$ cat src/rtl/fetch_stage_pkg.sv
// Shared encodings for the instruction fetch stage.
package fetch_stage_pkg;

    localparam logic [31:0] RESET_PC_DEFAULT = 32'h0000_0000;

    // next-PC select; anything other than PC_SEQ is a redirect
    typedef enum logic [1:0] {
        PC_SEQ    = 2'b00,
        PC_BRANCH = 2'b01,
        PC_JUMP   = 2'b10,
        PC_JR     = 2'b11
    } pc_src_e;

    // FETCH: request outstanding, HOLD: word parked under stall, DRAIN: killed request in flight
    typedef enum logic [1:0] {
        ST_FETCH = 2'b00,
        ST_HOLD  = 2'b01,
        ST_DRAIN = 2'b10
    } fetch_state_e;

    typedef struct packed {
        logic [31:0] pc4;
        logic [31:0] instr;
        logic        valid;
    } if_id_t;

endpackage

$ cat src/rtl/mux_32bit_4in.sv
// Generic 32-bit 4:1 multiplexer.
module mux_32bit_4in (
    input  logic [1:0]  sel,
    input  logic [31:0] d0,
    input  logic [31:0] d1,
    input  logic [31:0] d2,
    input  logic [31:0] d3,
    output logic [31:0] y
);

    // select one of four inputs
    always_comb begin
        y = d0;
        case (sel)
            2'b00:   y = d0;
            2'b01:   y = d1;
            2'b10:   y = d2;
            default: y = d3;
        endcase
    end

endmodule

$ cat src/rtl/fetch_stage.sv
// Instruction fetch stage: PC, memory request handshake, IF/ID register.
// Redirects that arrive while a request is outstanding are parked until the
// killed request completes, so imem_addr never changes mid-transaction.
module fetch_stage
    import fetch_stage_pkg::*;
#(
    parameter logic [31:0] RESET_PC = RESET_PC_DEFAULT
) (
    input  logic        clk,
    input  logic        rst,
    input  logic        stall,
    input  logic [1:0]  pc_src,
    input  logic [31:0] branch_addr,
    input  logic [31:0] jump_addr,
    input  logic [31:0] jr_addr,
    output logic        imem_req,
    output logic [31:0] imem_addr,
    input  logic [31:0] imem_rdata,
    input  logic        imem_ack,
    output logic [31:0] pc,
    output logic [31:0] if_id_pc4,
    output logic [31:0] if_id_instr,
    output logic        if_id_valid
);

    localparam logic [31:0] PC_INIT = RESET_PC & ~32'h3;

    fetch_state_e state, state_nxt;
    logic [31:0]  pc_q, pc4, hold_q, saved_q, mux_out, target;
    logic         redirect;
    if_id_t       ifid_q;

    assign pc4      = pc_q + 32'd4;
    assign redirect = (pc_src != PC_SEQ);
    assign target   = mux_out & ~32'h3;

    mux_32bit_4in u_next_pc (
        .sel (pc_src),
        .d0  (pc4),
        .d1  (branch_addr),
        .d2  (jump_addr),
        .d3  (jr_addr),
        .y   (mux_out)
    );

    // FSM state register
    always_ff @(posedge clk or posedge rst) begin
        if (rst) state <= ST_FETCH;
        else     state <= state_nxt;
    end

    // FSM next state: redirect beats stall beats advance
    always_comb begin
        state_nxt = state;
        case (state)
            ST_FETCH: begin
                if (imem_ack) state_nxt = (!redirect && stall) ? ST_HOLD : ST_FETCH;
                else          state_nxt = redirect ? ST_DRAIN : ST_FETCH;
            end
            ST_HOLD:  if (redirect || !stall) state_nxt = ST_FETCH;
            ST_DRAIN: if (imem_ack) state_nxt = ST_FETCH;
            default:  state_nxt = ST_FETCH;
        endcase
    end

    // FSM outputs: no request while a word is parked or in reset
    always_comb begin
        imem_req = 1'b0;
        if (!rst && state != ST_HOLD) imem_req = 1'b1;
    end

    // PC, hold buffer, saved target and IF/ID register
    always_ff @(posedge clk or posedge rst) begin
        if (rst) begin
            pc_q    <= PC_INIT;
            hold_q  <= '0;
            saved_q <= '0;
            ifid_q  <= '0;
        end else begin
            case (state)
                ST_FETCH: begin
                    if (imem_ack) begin
                        if (redirect) begin
                            pc_q         <= target;
                            ifid_q.valid <= 1'b0;
                        end else if (stall) begin
                            hold_q <= imem_rdata;
                        end else begin
                            ifid_q <= '{pc4: pc4, instr: imem_rdata, valid: 1'b1};
                            pc_q   <= pc4;
                        end
                    end else if (redirect) begin
                        saved_q      <= target;
                        ifid_q.valid <= 1'b0;
                    end else if (!stall) begin
                        ifid_q.valid <= 1'b0;
                    end
                end
                ST_HOLD: begin
                    if (redirect) begin
                        pc_q         <= target;
                        ifid_q.valid <= 1'b0;
                    end else if (!stall) begin
                        ifid_q <= '{pc4: pc4, instr: hold_q, valid: 1'b1};
                        pc_q   <= pc4;
                    end
                end
                ST_DRAIN: begin
                    ifid_q.valid <= 1'b0;
                    if (redirect) saved_q <= target;
                    // a redirect landing with the ack is the newest target
                    if (imem_ack) pc_q <= redirect ? target : saved_q;
                end
                default: ifid_q.valid <= 1'b0;
            endcase
        end
    end

    assign pc          = pc_q;
    assign imem_addr   = pc_q & ~32'h3;
    assign if_id_pc4   = ifid_q.pc4;
    assign if_id_instr = ifid_q.instr;
    assign if_id_valid = ifid_q.valid;

endmodule

$ cat config.mk
export PLATFORM = sky130hd
export DESIGN_NAME = fetch_stage
export DESIGN_NICKNAME = d
export VERILOG_FILES = /design/src/rtl/fetch_stage_pkg.sv /design/src/rtl/mux_32bit_4in.sv /design/src/rtl/fetch_stage.sv
export SDC_FILE = /design/constraint.sdc
export NUM_CORES = 1
export LEC_CHECK = 0
export BUFFER_PORTS_ARGS = -buffer_cell sky130_fd_sc_hd__clkbuf_2
export CAP_MARGIN = 20
export CORE_MARGIN = 3
export CORE_UTILIZATION = 45
export CTS_BUF_LIST = sky130_fd_sc_hd__clkbuf_4 sky130_fd_sc_hd__clkbuf_8
export DETAILED_ROUTE_END_ITERATION = 10
export GPL_ROUTABILITY_DRIVEN = 0
export PLACE_DENSITY = 0.78
export SLEW_MARGIN = 20
export SYNTH_ARGS = -nofsm -noshare
export SYNTH_HDL_FRONTEND = slang
export SYNTH_SLANG_ARGS = --single-unit
$ cat constraint.sdc
create_clock -name clk -period 4.3 [get_ports clk]
set_input_delay 0.215 -clock clk [delete_from_list [all_inputs] [get_ports clk]]
set_output_delay 0.215 -clock clk [all_outputs]
set_load 0.02 [all_outputs]
# Word-level counts from Yosys, hierarchy flattened

Cells that the tools add are included.

Add/sub/neg operators: 1
Eq/ne operators: 15
Multiplexer cells: 28
Bitwise logic cells: 1
Reduce and logical (&&, ||, !) cells: 18

Operator list:

| cell                                                                     | number |
|---|---|
| 32-bit two-way mux                                                       | 6 |
| 64-bit two-way mux                                                       | 3 |
| 32-bit one-hot mux with 3 select lines                                   | 2 |
| 65-bit two-way mux                                                       | 2 |
| 64-bit one-hot mux with 2 select lines                                   | 1 |
| 32-bit one-hot mux with 2 select lines                                   | 1 |
| 32-bit by 3-bit adder with 32-bit output (second input constant)         | 1 |
| 2-bit inequality test (second input constant)                            | 8 |
| 2-bit two-way mux                                                        | 4 |
| 1-bit two-way mux                                                        | 7 |
| 3-bit inequality test (second input constant)                            | 2 |
| 2-bit one-hot mux with 3 select lines                                    | 1 |
| 2-bit AND reduction                                                      | 3 |
| 6-bit AND reduction                                                      | 1 |
| 2-bit nonzero test                                                       | 3 |
| 2-bit by 1-bit equality test with 1-bit output (second input constant)   | 2 |
| 2-bit equality test (second input constant)                              | 2 |
| 2-bit logical NOT                                                        | 2 |
| 4-bit AND reduction                                                      | 1 |
| 1-bit logical NOT                                                        | 3 |
| 3-bit AND reduction                                                      | 1 |
| 3-bit nonzero test                                                       | 1 |
| 1-bit logical AND                                                        | 2 |
| 2-bit by 1-bit inequality test with 1-bit output (second input constant) | 1 |
| 3 further kinds                                                          | 3 |

Register bits: 163
Bits of input ports: 134
Output and inout bits: 130
Logic and storage cells: 70

# Longest topological paths before layout

Depth after elaboration: 6
Gate-level depth with buffers: 9
Depth with buffers taken out: 6

# Cells and area by module

Synthesis repeated with hierarchy kept, for this count alone.

Cells, all modules: 758
Area total of the unflattened synthesis: 8770.9 um^2

By module, submodules not included:

| module        | times used | cells each | area an instance (um^2) |
|---|---|---|---|
| fetch_stage   | 1          | 719        | 7956.4 |
| mux_32bit_4in | 1          | 39         | 814.5 |

# Worst setup path after synthesis

OpenSTA, ideal clock, no wires.

Path type: register -> register
Start: register pc_q[4], in the netlist pc[4]
End: register ifid_q, in the netlist if_id_pc4[31]
Setup time: 0.126 ns
Data arrival time: 2.142 ns
Setup slack: 2.031 ns
Cell stages (with the launch flop): 8
Buffers on the path: 2
Cells stage by stage: dfrtp_1 > buf_4 > nand3_2 > or4_4 > buf_6 > or4_4 > xor2_1 > o21ai_2

Longest elaborated chain between the ends: 5
Elaborated cells between the ends (all ways): 7
Classes of those cells: 1 x add/sub; 6 x mux

RTL lines:

| item                                       | line               | source |
|---|---|---|
| start: declaration                         | fetch_stage.sv:29  | `logic [31:0] pc_q, pc4, hold_q, saved_q, mux_out, target;` |
| start signal: assignment                   | fetch_stage.sv:84  | `pc_q <= target;` |
| start signal: assignment                   | fetch_stage.sv:90  | `pc_q <= pc4;` |
| start signal: assignment                   | fetch_stage.sv:101 | `pc_q <= target;` |
| 32-bit by 3-bit adder with 32-bit output * | fetch_stage.sv:33  | `assign pc4 = pc_q + 32'd4;` |
| 65-bit two-way mux                         | fetch_stage.sv:86  | `end else if (stall) begin` |
| 64-bit two-way mux                         | fetch_stage.sv:83  | `if (redirect) begin` |
| 64-bit two-way mux                         | fetch_stage.sv:82  | `if (imem_ack) begin` |
| 64-bit one-hot mux with 2 select lines *   | fetch_stage.sv:80  | `case (state)` |
| end signal: assignment                     | fetch_stage.sv:89  | `ifid_q <= '{pc4: pc4, instr: imem_rdata, valid: 1'b1};` |
| end signal: assignment                     | fetch_stage.sv:104 | `ifid_q <= '{pc4: pc4, instr: hold_q, valid: 1'b1};` |
| end: declaration                           | fetch_stage.sv:31  | `if_id_t ifid_q;` |

Mark *: on every way between the ends. The rest lies on a longest branch, timed or not. The select of a mux whose other input is x is not followed.
A chain may end at the register's enable or synchronous reset.

# Final worst setup path

Start: register pc_q[2], in the netlist pc[2]
End: register pc_q[20], in the netlist pc[20]

Longest elaborated chain between the ends: 5
Elaborated cells between the ends (all ways): 8
Classes of those cells: 1 x add/sub; 7 x mux

RTL lines:

| item                                                                         | line |
|---|---|
| 32-bit by 3-bit adder with 32-bit output *                                   | fetch_stage.sv:33 |
| 32-bit one-hot mux with 3 select lines or 32-bit two-way mux (tied branches) | mux_32bit_4in.sv:14, fetch_stage.sv:86, fetch_stage.sv:103 |
| 32-bit two-way mux, on equally long branches                                 | - |
| 32-bit two-way mux, on equally long branches                                 | fetch_stage.sv:112, fetch_stage.sv:82 |
| 32-bit one-hot mux with 3 select lines *                                     | fetch_stage.sv:80 |

Marks and branches as above.

==> metrics.cfg <==
[cts]
insertion_delay_ns = 0.45
cts_root_buf = clkbuf_8
clockBufferDepth = 2
cts_tree = yes
htree_levels = 4
post_cts_resized = 0
postCtsSetupRepairBufs = 0
cts_hold_repair.buffers = 25
cts.clk_slew.worst_paths_ns = 0.10
clock_sinks = 163
cts_buffers = 17

[routing]
route.vias.total = 6941
first_iter_violations = 564
antenna_left = 0
wl_mm = 21.8
wire_per_inst_um = 16.8
drc = 0
firstDrtPassIters = 5
via_per_inst = 5.35

[global_routing]
grt_max_degree = 91
grt_first_pass_wirelength_mm = 34.8
grt_overflow = 0
first_global_vias = 6694
antenna_found_initial = 0
track_usage_pct = 21.6

[logic_synthesis]
synth_edf_count = 0
ys.flop_type = dfrtp_1
synth_area_per_cell_sq_um = 9.99
ys_types = 56
async_flop_share_pct = 100
ys_ff_latch = 163
synth_area_sq_um = 8320
yosysWarnings = 0
synthCells = 833
ys_seq_area_share_pct = 49.0

[critical_path]
arrival_ns = 3.14
cp.required_ns = 4.68
cp-start-kind = flip-flop
crit_fanout = 8
endpoint_kind = flip-flop
path_class = reg2reg

[sta]
timing.slew.headroom_pct = 28.9
fmax_mhz = 362
setup_tns_ns = 0
final.setup_skew_ns = 0.0108
finalHoldViolations = 0
rsz0062_at_grt = no
slew_viol_final = 0
worst_pin_slew_ns = 1.06
period_needed_ns = 2.76
setup_viol = 0
post-route-period-util_pct = 64.2

[floorplan]
die_w_um = 142
core_area_sq_um = 18100
initial_core_util_pct = 46.0
dieArea_sq_um = 20200
boundaryPins = 264
die_y_um = 142
rows = 49

[final_layout]
fillerInstances = 1550
multi_input_comb_area_sq_um = 3730
regArea_sq_um = 4080
layout-drive-gt1-share_pct = 33.7
final_nets = 1189
area_delta_synth_final_pct = 22.7
final_core_util_pct = 56.5

[placed_design]
port_buffers = 255
hpwl_mm = 15.9

[power]
cellLeakagePower_nw = 5.05
powerDensity_nw_per_um2 = 433
max-vdd-ir-drop_mv = 0.180

[status]
outcome = completed

[job]
maxCapViolations = 0

[worst_hold_path]
hold_path.class = in2reg

## kinds of logic (layout without fill, tap and decap cells)
kind of cell / after synthesis / in the layout / synth area share (%)
other: 1 / 3 / 0.0450
DFF: 163 / 163 / 49.0
xor gates and xnor gates: 28 / 28 / 2.95
muxes: 99 / 99 / 12.6
and+or+nand+nor: 210 / 210 / 11.5
adders and majority gates: 1 / 1 / 0.150
buffers and inverters: 103 / 336 / 6.48
AOI/OAI and AO/OA: 228 / 228 / 17.3
## final timing paths
kind                                 from       endpoint  slack [ns]  cells past startpoint
max                                 pc[2]         pc[20]        1.54                      6
min                        imem_rdata[11]     hold_q[11]        0.03                      2
max reg2reg                         pc[2]         pc[20]        1.54                      6
min reg2reg                 if_id_pc4[13]  if_id_pc4[13]        0.48                      2
max in group asynchronous             rst     hold_q[15]        2.75                      4
min in group asynchronous             rst          pc[0]        0.48                      3
## cells in the mapped netlist (all sizes together), types with 5 or more instances
master | number | area (sq um)
a21boi | 8 | 60.1
a21oi | 25 | 125
a221oi | 8 | 70.1
a22o | 19 | 166
a22oi | 8 | 60.1
and2 | 5 | 31.3
and4 | 5 | 45.0
buf | 50 | 340
clkbuf | 44 | 165
dfrtp | 163 | 4080
inv | 9 | 33.8
mux2 | 46 | 518
mux2i | 53 | 531
nand2 | 118 | 443
nand3 | 14 | 80.1
nand4 | 8 | 50.1
nor2 | 32 | 120
nor3 | 8 | 40.0
o21ai | 112 | 564
o2bb2ai | 13 | 114
o31a | 6 | 52.6
xnor2 | 20 | 175
xor2 | 8 | 70.1
## worst max-delay path, stage by stage (launching register included)
cell and delay [ns]:
dfrtp_1 0.55, ha_1 0.35, nand4_1 0.26, nor4_1 0.86, nand3_1 0.27, o31a_1 0.30
o22ai_1 0.11
## sequential cells by signal, indices dropped and copies added, names as in the netlist
| signal | count |
|---|---|
| hold_q | 32 |
| if_id_instr | 32 |
| pc | 32 |
| state | 2 |
| if_id_valid | 1 |
| saved_q | 32 |
| if_id_pc4 | 32 |
## cells in the final DEF (no fill, tap or decap), types with 3 or more instances in the layout
master,instances
nor2b_1,3
clkinvlp_4,4
nor3_1,8
inv_6,8
xor2_1,8
a211o_1,3
mux2_2,46
and4_1,4
dlygate4sd3_1,27
xnor2_1,20
clkbuf_8,18
and3_1,3
and2_1,5
nand4_1,8
nand2_1,117
clkbuf_2,255
o2bb2ai_1,13
nand3_1,12
nor2_1,31
o31a_1,6
buf_4,10
dfrtp_1,163
inv_1,7
o21ai_0,110
or4_4,3
o211ai_1,3
a21oi_1,25
a22o_1,19
a21boi_0,8
o41ai_1,3
mux2i_1,53
a22oi_1,8
o22ai_1,4
a31oi_1,4
a221oi_1,8
nor4_1,3
## layout make-up
| cell class | instances | area share (%) |
|---|---|---|
| sequential | 163 | 40.0 |
| multi-input combinational | 568 | 36.6 |
| timing repair buffer | 295 | 16.5 |
| tap | 229 | 2.81 |
| clock buffer | 18 | 2.43 |
| clock inverter | 14 | 1.36 |
| inverter | 9 | 0.368 |
| antenna | 1 | 0.0245 |
## metrics by stage
step / hold slack, ns / setup WS, ns / power (mW) / instance area [sq um] / std cells
floorplan: 0.366 / 2.01 / 2.91 / 8330 / 834
global placement: 0.457 / 1.57 / 3.29 / 9510 / 1235
detailed placement: 0.379 / 1.54 / 3.34 / 9550 / 1237
CTS: 0.000358 / 1.53 / 4.47 / 10200 / 1294
global route: 0.00308 / 1.21 / 4.68 / 10200 / 1296
finish: 0.0338 / 1.54 / 4.42 / 10200 / 1297
## power breakdown
group	internal (mW)	total, mW	switching, mW
Sequential	1.84	2.10	0.257
Clock	0.491	1.10	0.614
Combinational	0.481	1.22	0.740
## layer usage
metal / GRT usage (%) / vias to the layer above / routed length (um) / part of all wire [%]
li1: - / 3383 / - / -
met1: 30.6 / 3270 / 10000 / 46
met2: 33.4 / 263 / 10100 / 47
met3: 4.87 / 25 / 1230 / 5.7
met4: 6.31 / 0 / 377 / 1.7
met5: 0 / - / 0 / 0
(Power assumes the default switching activity.)
